$ cat src/rtl/mmu_resp.sv
`default_nettype none
// ============================================================================
// Module  : mmu_resp
// Brief   : Arbitrates inst fetch, load and store onto one word backend port.
//           Define MMU_RESP_IBUF_EN for a one-entry instruction buffer.
// Revision: 1.0
// ============================================================================
module mmu_resp #(
    parameter int unsigned MAX_WAIT = 255
) (
    input  logic        CLK,
    input  logic        RST,
    input  logic        INST_RDEN,
    input  logic [31:0] INST_RIADDR,
    output logic [31:0] INST_ROADDR,
    output logic        INST_RVALID,
    output logic [31:0] INST_RDATA,
    input  logic        DATA_RDEN,
    input  logic [31:0] DATA_RIADDR,
    output logic [31:0] DATA_ROADDR,
    output logic        DATA_RVALID,
    output logic [31:0] DATA_RDATA,
    input  logic        DATA_WREN,
    input  logic [3:0]  DATA_WSTRB,
    input  logic [31:0] DATA_WADDR,
    input  logic [31:0] DATA_WDATA,
    output logic        MEM_WAIT,
    output logic        MEM_REQ,
    output logic        MEM_WE,
    output logic [31:0] MEM_ADDR,
    output logic [3:0]  MEM_STRB,
    output logic [31:0] MEM_WDATA,
    input  logic        MEM_ACK,
    input  logic [31:0] MEM_RDATA
);

    typedef enum logic [2:0] {
        S_IDLE  = 3'd0,
        S_WRITE = 3'd1,
        S_DREAD = 3'd2,
        S_IREAD = 3'd3,
        S_RESP  = 3'd4
    } state_t;

    localparam logic [15:0] c_WAIT_LAST = 16'(MAX_WAIT - 1);

    state_t      state_q, state_d;
    logic        ld_pend_q, ld_pend_d;
    logic [31:0] ld_addr_q, ld_addr_d;
    logic [31:0] if_addr_q, if_addr_d;
    logic [15:0] cnt_q, cnt_d;
    logic        req_q, req_d;
    logic        we_q, we_d;
    logic [31:0] addr_q, addr_d;
    logic [3:0]  strb_q, strb_d;
    logic [31:0] wdata_q, wdata_d;
    logic        wait_q, wait_d;
    logic        irv_q, irv_d;
    logic [31:0] iroaddr_q, iroaddr_d;
    logic [31:0] irdata_q, irdata_d;
    logic        drv_q, drv_d;
    logic [31:0] droaddr_q, droaddr_d;
    logic [31:0] drdata_q, drdata_d;

    logic        w_done;
    logic        w_tmo;
    logic        w_ib_hit;
    logic [31:0] w_ib_data;
    logic        w_unused;

    // An ACK only counts while a request is actually outstanding.
    assign w_done   = req_q && MEM_ACK;
    assign w_tmo    = req_q && !MEM_ACK && (cnt_q == c_WAIT_LAST);
    assign w_unused = ^DATA_WADDR[1:0];

`ifdef MMU_RESP_IBUF_EN
    logic        ib_valid_q;
    logic [29:0] ib_tag_q;
    logic [31:0] ib_data_q;
    logic        w_ib_fill;
    logic        w_ib_inval;

    assign w_ib_hit   = ib_valid_q && (ib_tag_q == INST_RIADDR[31:2]);
    assign w_ib_data  = ib_data_q;
    assign w_ib_fill  = (state_q == S_IREAD) && w_done;
    assign w_ib_inval = (state_q == S_IDLE) && DATA_WREN && (ib_tag_q == DATA_WADDR[31:2]);

    always_ff @(posedge CLK) begin
        if (RST) begin
            ib_valid_q <= 1'b0;
            ib_tag_q   <= '0;
            ib_data_q  <= '0;
        end else if (w_ib_inval) begin
            ib_valid_q <= 1'b0;
        end else if (w_ib_fill) begin
            ib_valid_q <= 1'b1;
            ib_tag_q   <= if_addr_q[31:2];
            ib_data_q  <= MEM_RDATA;
        end
    end
`else
    assign w_ib_hit  = 1'b0;
    assign w_ib_data = '0;
`endif

    always_comb begin
        state_d   = state_q;
        ld_pend_d = ld_pend_q;
        ld_addr_d = ld_addr_q;
        if_addr_d = if_addr_q;
        req_d     = req_q;
        we_d      = we_q;
        addr_d    = addr_q;
        strb_d    = strb_q;
        wdata_d   = wdata_q;
        irv_d     = 1'b0;
        iroaddr_d = iroaddr_q;
        irdata_d  = irdata_q;
        drv_d     = 1'b0;
        droaddr_d = droaddr_q;
        drdata_d  = drdata_q;
        cnt_d     = (req_q && !MEM_ACK && !w_tmo) ? cnt_q + 16'd1 : 16'd0;

        case (state_q)
            S_IDLE: begin
                if (DATA_WREN) begin
                    state_d = S_WRITE;
                    req_d   = 1'b1;
                    we_d    = 1'b1;
                    addr_d  = {DATA_WADDR[31:2], 2'b00};
                    strb_d  = DATA_WSTRB;
                    wdata_d = DATA_WDATA;
                    if (DATA_RDEN) begin
                        ld_pend_d = 1'b1;
                        ld_addr_d = DATA_RIADDR;
                    end
                end else if (DATA_RDEN) begin
                    state_d   = S_DREAD;
                    ld_pend_d = 1'b1;
                    ld_addr_d = DATA_RIADDR;
                    req_d     = 1'b1;
                    we_d      = 1'b0;
                    addr_d    = {DATA_RIADDR[31:2], 2'b00};
                    strb_d    = 4'hF;
                end else if (INST_RDEN) begin
                    if_addr_d = INST_RIADDR;
                    if (w_ib_hit) begin
                        state_d   = S_RESP;
                        irv_d     = 1'b1;
                        iroaddr_d = INST_RIADDR;
                        irdata_d  = w_ib_data;
                    end else begin
                        state_d = S_IREAD;
                        req_d   = 1'b1;
                        we_d    = 1'b0;
                        addr_d  = {INST_RIADDR[31:2], 2'b00};
                        strb_d  = 4'hF;
                    end
                end
            end
            S_WRITE: begin
                if (w_done || w_tmo) begin
                    req_d   = 1'b0;
                    we_d    = 1'b0;
                    state_d = ld_pend_q ? S_DREAD : S_IDLE;
                end
            end
            S_DREAD: begin
                // Arriving from WRITE the request line is low; launch the load here.
                if (!req_q) begin
                    req_d  = 1'b1;
                    we_d   = 1'b0;
                    addr_d = {ld_addr_q[31:2], 2'b00};
                    strb_d = 4'hF;
                end else if (w_done || w_tmo) begin
                    req_d     = 1'b0;
                    ld_pend_d = 1'b0;
                    drv_d     = 1'b1;
                    droaddr_d = ld_addr_q;
                    drdata_d  = w_done ? MEM_RDATA : 32'h0;
                    state_d   = S_RESP;
                end
            end
            S_IREAD: begin
                if (w_done || w_tmo) begin
                    req_d     = 1'b0;
                    irv_d     = 1'b1;
                    iroaddr_d = if_addr_q;
                    irdata_d  = w_done ? MEM_RDATA : 32'h0;
                    state_d   = S_RESP;
                end
            end
            S_RESP: begin
                state_d = S_IDLE;
            end
            default: begin
                state_d = S_IDLE;
            end
        endcase

        // Only data-side activity stalls the core; fetches report via INST_RVALID.
        wait_d = (state_d == S_WRITE) || (state_d == S_DREAD) || ld_pend_d ||
                 ((state_d == S_RESP) && drv_d);
    end

    always_ff @(posedge CLK) begin
        if (RST) begin
            state_q   <= S_IDLE;
            ld_pend_q <= 1'b0;
            ld_addr_q <= '0;
            if_addr_q <= '0;
            cnt_q     <= '0;
            req_q     <= 1'b0;
            we_q      <= 1'b0;
            addr_q    <= '0;
            strb_q    <= '0;
            wdata_q   <= '0;
            wait_q    <= 1'b0;
            irv_q     <= 1'b0;
            iroaddr_q <= '0;
            irdata_q  <= '0;
            drv_q     <= 1'b0;
            droaddr_q <= '0;
            drdata_q  <= '0;
        end else begin
            state_q   <= state_d;
            ld_pend_q <= ld_pend_d;
            ld_addr_q <= ld_addr_d;
            if_addr_q <= if_addr_d;
            cnt_q     <= cnt_d;
            req_q     <= req_d;
            we_q      <= we_d;
            addr_q    <= addr_d;
            strb_q    <= strb_d;
            wdata_q   <= wdata_d;
            wait_q    <= wait_d;
            irv_q     <= irv_d;
            iroaddr_q <= iroaddr_d;
            irdata_q  <= irdata_d;
            drv_q     <= drv_d;
            droaddr_q <= droaddr_d;
            drdata_q  <= drdata_d;
        end
    end

    assign INST_ROADDR = iroaddr_q;
    assign INST_RVALID = irv_q;
    assign INST_RDATA  = irdata_q;
    assign DATA_ROADDR = droaddr_q;
    assign DATA_RVALID = drv_q;
    assign DATA_RDATA  = drdata_q;
    assign MEM_WAIT    = wait_q;
    assign MEM_REQ     = req_q;
    assign MEM_WE      = we_q;
    assign MEM_ADDR    = addr_q;
    assign MEM_STRB    = strb_q;
    assign MEM_WDATA   = wdata_q;

endmodule
`default_nettype wire

$ cat config.mk
export PLATFORM = sky130hd
export DESIGN_NAME = mmu_resp
export DESIGN_NICKNAME = d
export VERILOG_FILES = /design/src/rtl/mmu_resp.sv
export SDC_FILE = /design/constraint.sdc
export NUM_CORES = 1
export LEC_CHECK = 0
export ABC_AREA = 1
export CELL_PAD_IN_SITES_DETAIL_PLACEMENT = 0
export CELL_PAD_IN_SITES_GLOBAL_PLACEMENT = 2
export CORE_MARGIN = 8
export CORE_UTILIZATION = 25
export DETAILED_ROUTE_END_ITERATION = 8
export GPL_ROUTABILITY_DRIVEN = 1
export PLACE_DENSITY = 0.87
export SYNTH_ARGS = -nofsm -noshare
export SYNTH_HDL_FRONTEND = slang
export SYNTH_SLANG_ARGS = --single-unit
$ cat constraint.sdc
create_clock -name CLK -period 1.9 [get_ports CLK]
set_input_delay 0.19 -clock CLK [delete_from_list [all_inputs] [get_ports CLK]]
set_output_delay 0.19 -clock CLK [all_outputs]
set_load 0.02 [all_outputs]
# Yosys cells after proc, flatten, opt, wreduce, memory -nomap -nowiden
# Index checks and enable logic that the tools add are counted.
[totals]
register_bits = 285
in_bits = 170
out_inout_bits = 201
wordCells = 97
[op_classes]
n_addsub = 1
eq_ne = 11
muxes = 38
n_bitwise = 4
reduce_logical = 26
[ops]
columns = ["op", "count"]
rows = [
  ["$mux 32", 5],
  ["$pmux 32 s2", 1],
  ["$mux 3", 6],
  ["$add 16x1->16 const B", 1],
  ["$eq 16x8->1 const B", 1],
  ["$mux 1", 16],
  ["$mux 4", 4],
  ["$pmux 3 s4", 1],
  ["$eq 3x2->1 const B", 3],
  ["$reduce_and 3->1", 3],
  ["$pmux 4 s2", 1],
  ["$reduce_and 4->1", 2],
  ["$eq 3x1->1 const B", 2],
  ["$pmux 1 s3", 2],
  ["$reduce_and 2->1", 3],
  ["$reduce_bool 3->1", 2],
  ["$reduce_or 2->1", 3],
  ["$logic_and 1x1->1", 5],
  ["$logic_or 1x1->1", 4],
  ["$ne 2x2->1 const B", 2],
  ["$ne 4x4->1 const B", 1],
  ["$not 1->1", 4],
  ["$eq 3x3->1 const B", 1],
  ["$logic_not 3->1", 1],
  ["5 further kinds", 6],
]

# Logic depth before layout (Yosys ltp)
# Gate-level depths: netlist of run 1.
[depth]
word_depth = 11
mapped_depth = 15
ltp_nobuf = 15

# Least setup slack after synthesis of run 1
# Ideal clock, no wire load.
[synth_timing]
kind = "reg-to-reg"
start = "register req_q (netlist: MEM_REQ)"
end = "register irdata_q[27] (netlist: INST_RDATA[27])"
arrival_time_ps = 1510
required_ps = 1766
setup_slack_ps = 255
path_stages_with_launch = 12
path_buffers = 4
synth_period_minus_slack_ps = 1645
path_cell_list = "dfxtp_1 -> buf_2 -> inv_1 -> nor2_1 -> nand3_2 -> nand2_2 -> nand2_2 -> buf_6 -> inv_4 -> buf_12 -> buf_6 -> a211oi_1"
[synth_via]
elab_chain_cells = 4
[synth_lines]
columns = ["element", "line_no", "text"]
rows = [
  ["from (decl)", "52", "logic req_q, req_d;"],
  ["from (signal assigned)", "231", "req_q <= req_d;"],
  ["$logic_and 1x1->1 (2 in series)", "73", "assign w_tmo = req_q && !MEM_ACK && (cnt_q == c_WAIT_LAST);"],
  ["$logic_or 1x1->1", "185", "if (w_done || w_tmo) begin"],
  ["$reduce_and 2->1 (no line)", "--", ""],
  ["to (signal assigned)", "239", "irdata_q <= irdata_d;"],
  ["to (decl)", "60", "logic [31:0] irdata_q, irdata_d;"],
]
# Several ways; a longest one is shown, not always the timed one.
# A chain may end at the register's enable or synchronous reset.

# Final worst setup path of run 1
[layout_timing]
start = "register cnt_q[1]"
end = "register drdata_q[29] (netlist: DATA_RDATA[29])"
[layout_via]
elab_chain_cells = 4
[layout_lines]
columns = ["element", "line_no", "text"]
rows = [
  ["from (decl)", "51", "logic [15:0] cnt_q, cnt_d;"],
  ["from (signal assigned)", "230", "cnt_q <= cnt_d;"],
  ["$eq 16x8->1", "73", ""],
  ["$logic_and 1x1->1", "73", ""],
  ["$logic_or 1x1->1", "175", "end else if (w_done || w_tmo) begin"],
  ["$reduce_and 3->1 (no line)", "--", ""],
  ["to (signal assigned)", "242", "drdata_q <= drdata_d;"],
  ["to (decl)", "63", "logic [31:0] drdata_q, drdata_d;"],
]
# Every way passes these cells.

==> metrics, run 1 <==
Yosys cell types=36; routed wl met3=4000 um; initial antenna violation count=4; gp weighted congestion=0.796; Clock Sinks=283; layout cells sized above 1=11.0%; Initial Util=between 20 and 30%; Die X=between 200 and 250 um; core area=between 0.04 and 0.05 mm2; DRT Wirelength=45,000 um; Layout Skew=between 10 and 15 ps; Final Hold Violating Endpoints=0; first-pass GRT wire length=66,200 um; clock share of power=40.0%; Worst Hold Class=input pin to register; Top Ports=371; total grt overflow=0; min cycle time layout=1860 ps; routed len/inst=18.1 um; hpwl dp=29,800 um; Max Cap Violations=0; Slew @ Worst Pin=635 ps; Routed Antenna Nets=0; Worst Path Arrival=2320 ps; max_slew headroom=slightly below 60%; #FFs+latches synth=283; most frequent cells in the layout=363 x clkdlybuf4s50_1, 305 x nor2_1, 279 x dfxtp_1, 213 x o21ai_0, 141 x nand2_1; final slew viol count=0; clk buf depth=3; # setup viols final=0; Util after Layout=38.7%; commonest non-fill, non-tap cell in the layout=clkdlybuf4s50_1; gr usage total=approximately 16%; TritonCTS Buffers=36; largest net degree at the start of global routing=84; Avg Cell Area, Syn=~7.6 um2; Sw Share=29.0%; slowest cell delay on critical path=370 ps; nets@finish=2,024; status=complete, no violations; Die Span Y=between 200 and 250 um; CP max stage cell=dfxtp_4; ratio of final minimum period to clock period=97.8%; WL met2=between 20,000 and 25,000 um; Syn Inst Count=1,499; Pwr per Cell Area=996 mW/mm2; crit path kind=register to register; die area=0.0524 mm2; leakage power=6.61 nW; Flop pwr share=approximately two fifths; area taken by multi-input logic gates=0.00488 mm2; Core Rows=between 70 and 80; highest routed layer=met5; final worst slack=41.5 ps; vias in the first global route=10,900; RSZ-0062 raised after global routing=yes; required time worst endpoint=2360 ps; YS warnings=0; Int Pwr=12.3 mW; Worst-path clk slew=around 60 ps; Reg area=around 0.0057 mm2; root buffer cell=clkbuf_16; average vias per placed instance=4.55; CTS tree=yes; worst-path fanout max=8; total number of vias=11,300; Skew-Pair Late Insertion Delay=530 ps; Fillers=4,690; fmax=about 0.54 GHz; first-pass iteration count of the detailed router=5; DRT iter0 DRCs=731; pre-CTS WS=-66.6 ps; Synth Cell Area=0.0113 mm2; switching pwr=5.03 mW; Critical Path Start Type=register; critical path cell sequence=ha_4, inv_2, nor2_1, nand2_1, nor2_1, nand2_1, nand2_2, nand2_2, nor2_4, buf_12, clkbuf_16, clkbuf_16, o21ai_0, a21oi_1; DRC viols=0; H-tree levels=2; synth-to-layout area growth=53.9%; sequential area share after synthesis=50.0%; Metal-1 WL=19,800 um; Comb power frac=21.5%; peak supply drop=0.500 mV; PortBufs=roughly 370; Crit. End Element=register
## worst max-delay path, delay by kind of cell, from the launching register on
family	cells	cell delay (ps)
adder cells (fa/ha/maj)	1	130
AND/OR/NAND/NOR	7	590
flip-flops	1	370
buffers and inverters	4	490
AO/OA/AOI/OAI	2	190
## path summary, 6_finish.rpt
check / cells after the start / endpoint / from / slack, ps
setup reg to reg: 14 / DATA_RDATA[29]$_SDFFE_PP0P_ / cnt_q[1]$_SDFF_PP0_ / 40
hold reg to reg: 2 / ld_addr_q[1]$_SDFFE_PP0P_ / ld_addr_q[1]$_SDFFE_PP0P_ / 460
hold / removal: 4 / MEM_WAIT$_SDFF_PP0_ / RST / 50
setup / recovery: 14 / DATA_RDATA[29]$_SDFFE_PP0P_ / cnt_q[1]$_SDFF_PP0_ / 40
## through the flow
| stage | setup TNS [ps] | area [um2] | hold slack, ps | instances | power [mW] |
|---|---|---|---|---|---|
| 2_1_floorplan | 0 | 11300 | 354 | 1500 | 8.71 |
| 3_3_place_gp | -21.8 | 15700 | 440 | 2398 | 10.4 |
| 3_5_place_dp | -206 | 15700 | 449 | 2398 | 10.4 |
| 4_1_cts | 0 | 16900 | 39.2 | 2461 | 17.5 |
| 5_1_grt | -2850 | 17400 | 61.9 | 2479 | 18.2 |
| 6_report | 0 | 17400 | 49.3 | 2479 | 17.4 |
## routing by layer
layer / vias up / track usage (%)
met1: 5233 / 19.9
met3: 57 / 6.22
met4: 2 / 4.70
met5: - / 0
met2: 358 / 24.7
li1: 5638 / -
## cells by family (layout without fill, tap and decap cells)
group                    after synthesis  in the layout  share of synthesized area [%]
other                                  1              5                         0.0331
adder cells (fa/ha/maj)                2              2                          0.221
flip-flops                           283            283                           50.0
buffers and inverters                203            579                           8.24
AO/OA/AOI/OAI                        419            419                           19.5
XOR/XNOR                               3              3                          0.232
AND/OR/NAND/NOR                      588            588                           21.7
## Yosys cell counts (all sizes together)
cell type / instances / area, um2
nor3b: 3 / 22.5
o211ai: 30 / 225
a21oi: 126 / 631
nand4: 3 / 18.8
o21ai: 253 / 1270
o21a: 1 / 7.51
inv: 91 / 347
a211oi: 7 / 65.1
clkinv: 2 / 7.51
xnor2: 2 / 17.5
nor4: 1 / 6.26
nand3: 79 / 405
o2111ai: 1 / 8.76
nor2: 341 / 1370
clkbuf: 71 / 267
o21bai: 1 / 7.51
xor2: 1 / 8.76
nand2: 149 / 574
ha: 2 / 25.0
buf: 39 / 313
or2: 1 / 6.26
dfxtp: 283 / 5670
nor3: 10 / 50.1
nand3b: 1 / 7.51
conb: 1 / 3.75
## power by group through the flow
stage	logic [mW]	registers (mW)	clock network [mW]
5_1_grt	4.07	6.74	7.44
2_1_floorplan	1.55	7.17	0
6_report	3.74	6.68	6.94
3_3_place_gp	3.62	6.79	0
4_1_cts	3.65	6.68	7.20
3_5_place_dp	3.64	6.80	0
## registers in the layout (all words and copies together) (netlist names), 16 cells and up
signal and cells:
DATA_RDATA 32, DATA_ROADDR 32, INST_RDATA 32, INST_ROADDR 32
MEM_WDATA 32, if_addr_q 32, ld_addr_q 32, MEM_ADDR 30
cnt_q 16
## area by class of cell
class	count	share of cell area, %
well taps	600	4.31
clock inverters	12	0.919
flip-flops and latches	283	32.5
diodes	3	0.0431
clock buffers	50	5.88
inverters	93	2.07
multi-input cells	1014	28.0
repair buffers	424	26.2
## repair_timing
item,4_1_cts,5_1_grt
resized for setup,1,85
pin swaps,0,14
cloned,0,14
setup buffers,1,2
hold buffers,0,0
endpoints found under the setup margin,6,74
Note: power is estimated with default switching activity, not from simulation.
==> run 2, diff against run 1 <==
CTS_CLUSTER_SIZE = 30   (was default)
==> results of run 2 <==
Final layout, timing and power as in run 1 (identical DEF).
==> run 3, diff against run 2 <==
clock period = 1.8 ns   (was 1.9 ns; I/O delays follow)
==> run 3 against run 2 <==
Sequential share of layout area down 0.13 points. First-iteration DRC count down 13%. Clock skew up 4.7 ps. Flip-flop and latch count unchanged. Critical endpoint unchanged. Die area unchanged. Sequential power up 5.8%. Final area up 0.42%. Cell count up 0.40%. Critical path type unchanged. Register-to-register slack worse by 20 ps. Setup slack worse by 20 ps. Non-clock buffer count up 13. Hold slack better by 65 ps.
==> metrics, run 3 (synthesis results as in run 1) <==
total number of vias=11,200 (was 11,300); gp weighted congestion=0.810 (was 0.796); # hold bufs at CTS=0 (unchanged); Placed Cells incl. Taps=2,415 (was 2,398); total grt overflow=0 (unchanged); Layout Skew=18.0 ps (was 13.3 ps); Initial Util=25.1% (unchanged); CTS tree=yes (unchanged); Top Ports=371 (unchanged); required time worst endpoint=2260 ps (was 2360 ps); ratio of final minimum period to clock period=98.8% (was 97.8%); Design Power=18.0 mW (was 17.4 mW); worst flop-to-flop path startpoint=cnt_q[0]$_SDFF_PP0_ (was cnt_q[1]$_SDFF_PP0_); largest net degree at the start of global routing=86 (was 84); root buffer cell=clkbuf_16 (unchanged); crit path kind=register to register (unchanged); status=complete, no violations (unchanged); fin cells=2,489 (was 2,479); routed len/inst=18.0 um (was 18.1 um); first-pass GRT wire length=67,700 um (was 66,200 um); min cycle time layout=1780 ps (was 1860 ps); die area=0.0524 mm2 (unchanged); RSZ-0062 raised after global routing=yes (unchanged); Core Rows=78 (unchanged); Critical Path Start Type=register (unchanged); clk buf depth=3 (unchanged); layout cells sized above 1=12.2% (was 11.0%); initial antenna violation count=2 (was 4); nets@finish=2,035 (was 2,024); commonest non-fill, non-tap cell in the layout=clkdlybuf4s50_1 (unchanged); DRT Wirelength=44,800 um (was 45,000 um); leakage power=6.72 nW (was 6.61 nW); worst reg-to-reg setup slack=20 ps (was 40 ps); Die X=229 um (unchanged); PortBufs=366 (unchanged); cell depth of the worst hold path=4 (unchanged); Pwr per Cell Area=1030 mW/mm2 (was 996 mW/mm2); R2R depth=14 (unchanged); Max Cap Violations=0 (unchanged); Die Span Y=229 um (unchanged); DRC viols=0 (unchanged); final slew viol count=0 (unchanged); synth-to-layout area growth=54.5% (was 53.9%); vias in the first global route=11,100 (was 10,900); Crit. End Element=register (unchanged); fmax=0.562 GHz (was 0.538 GHz); DRT iter0 DRCs=639 (was 731); Routed Antenna Nets=0 (unchanged); Worst Path Arrival=2240 ps (was 2320 ps); max_slew headroom=57.8% (was 57.7%); Util after Layout=38.8% (was 38.7%); Final Hold Violating Endpoints=0 (unchanged); H-tree levels=2 (unchanged); # setup viols final=0 (unchanged); Final TNS setup=0 ps (unchanged); average vias per placed instance=4.52 (was 4.55); most frequent cells in the layout=358 x clkdlybuf4s50_1, 298 x nor2_1, 277 x dfxtp_1, 206 x o21ai_0, 141 x nand2_1 (was 363 x clkdlybuf4s50_1, 305 x nor2_1, 279 x dfxtp_1, 213 x o21ai_0, 141 x nand2_1); TritonCTS Buffers=34 (was 36); first-pass iteration count of the detailed router=5 (unchanged); peak supply drop=0.543 mV (was 0.500 mV); Worst Hold Class=input pin to register (unchanged); Worst-path clk slew=60 ps (about the same); FF-to-FF End=DATA_RDATA[29]$_SDFFE_PP0P_ (unchanged); hpwl dp=30,800 um (was 29,800 um); Slew @ Worst Pin=633 ps (was 635 ps); Skew-Pair Late Insertion Delay=540 ps (was 530 ps); worst-path fanout max=8 (unchanged); core area=0.0451 mm2 (unchanged); gr usage total=16.2% (was 15.8%); HP Start=RST (unchanged); Clock Sinks=283 (unchanged); Fillers=4,660 (was 4,690); Worst Hold Path EP=DATA_RDATA[3]$_SDFFE_PP0P_ (was MEM_WAIT$_SDFF_PP0_)
[run 3: changes by cell type in the layout (fill, tap and decap cells not counted), moves of 5 or more]
cell             before  now
buf_12               19   26
buf_4                20   35
clkbuf_16            47   38
clkbuf_8              5   10
clkdlybuf4s50_1     363  358
nor2_1              305  298
nor2_2               34   40
o21ai_0             213  206
o21ai_1              18   27
[run 3: what timing repair did]
action | CTS | global route
cloned | 3 | 4
setup endpoints to repair | 54 | 132
pin swaps | 2 | 8
gates resized for setup | 14 | 115
hold endpoints to repair | 0 | 0
setup buffers | 6 | 3
[run 3: final cells by class]
cell class | count | area [um2] | share of cell area [%]
inverter | 93 | 388 | 2.22
tap | 600 | 751 | 4.29
multi-input combinational | 1014 | 4920 | 28.1
clock buffer | 50 | 1010 | 5.78
antenna | 2 | 5.00 | 0.0286
clock inverter | 10 | 119 | 0.679
timing repair buffer | 437 | 4630 | 26.5
sequential | 283 | 5670 | 32.4
[run 3: power by group]
part / switching (mW) / internal (mW)
Combinational: 2.24 / 1.73
Sequential: 0.282 / 6.79
Clock: 2.81 / 4.19
[run 3: how the worst max path moves through the flow]
stage	cells after the start	slack [ps]	start	endpoint
final	14	20	cnt_q[0]$_SDFF_PP0_	DATA_RDATA[29]$_SDFFE_PP0P_
after CTS	15	-50	cnt_q[0]$_SDFF_PP0_	DATA_RDATA[14]$_SDFFE_PP0P_
after global routing	14	-150	cnt_q[0]$_SDFF_PP0_	DATA_ROADDR[16]$_SDFFE_PP0P_
after detailed placement	8	-200	DATA_WREN	MEM_STRB[2]$_SDFFE_PP0P_
after floorplan	11	160	MEM_REQ$_SDFFE_PP0P_	INST_RDATA[27]$_SDFFE_PP0P_
after global placement	8	-130	DATA_WREN	MEM_STRB[1]$_SDFFE_PP0P_
[run 3: critical path, stage by stage (launching register included)]
cell	delay (ps)
dfxtp_2	320
inv_2	60
ha_4	130
inv_2	20
nor2_1	70
nand2_1	50
nor2_1	80
nand2_1	80
nand2_2	100
nand2_4	60
nor2_4	150
buf_12	200
clkbuf_16	180
o21ai_2	50
a21oi_1	140
[run 3: metrics by stage]
stage / area [um2] / hold WS [ps] / setup WS, ps
floorplan: 11300 / 344 / 155
global route: 17500 / 114 / -149
finish: 17500 / 114 / 21.3
detailed placement: 15900 / 446 / -200
global placement: 15900 / 440 / -129
CTS: 17200 / 88.9 / -51.4
[run 3: metal layers]
metal	up-vias	global-route usage, %	part of all wire, %	wire, um
met1	5166	20.3	44	19500
met4	0	5.06	2.3	1050
met2	368	25.8	46	20400
met3	63	5.76	8.6	3850
li1	5646	-	-	-
met5	-	0	0	0
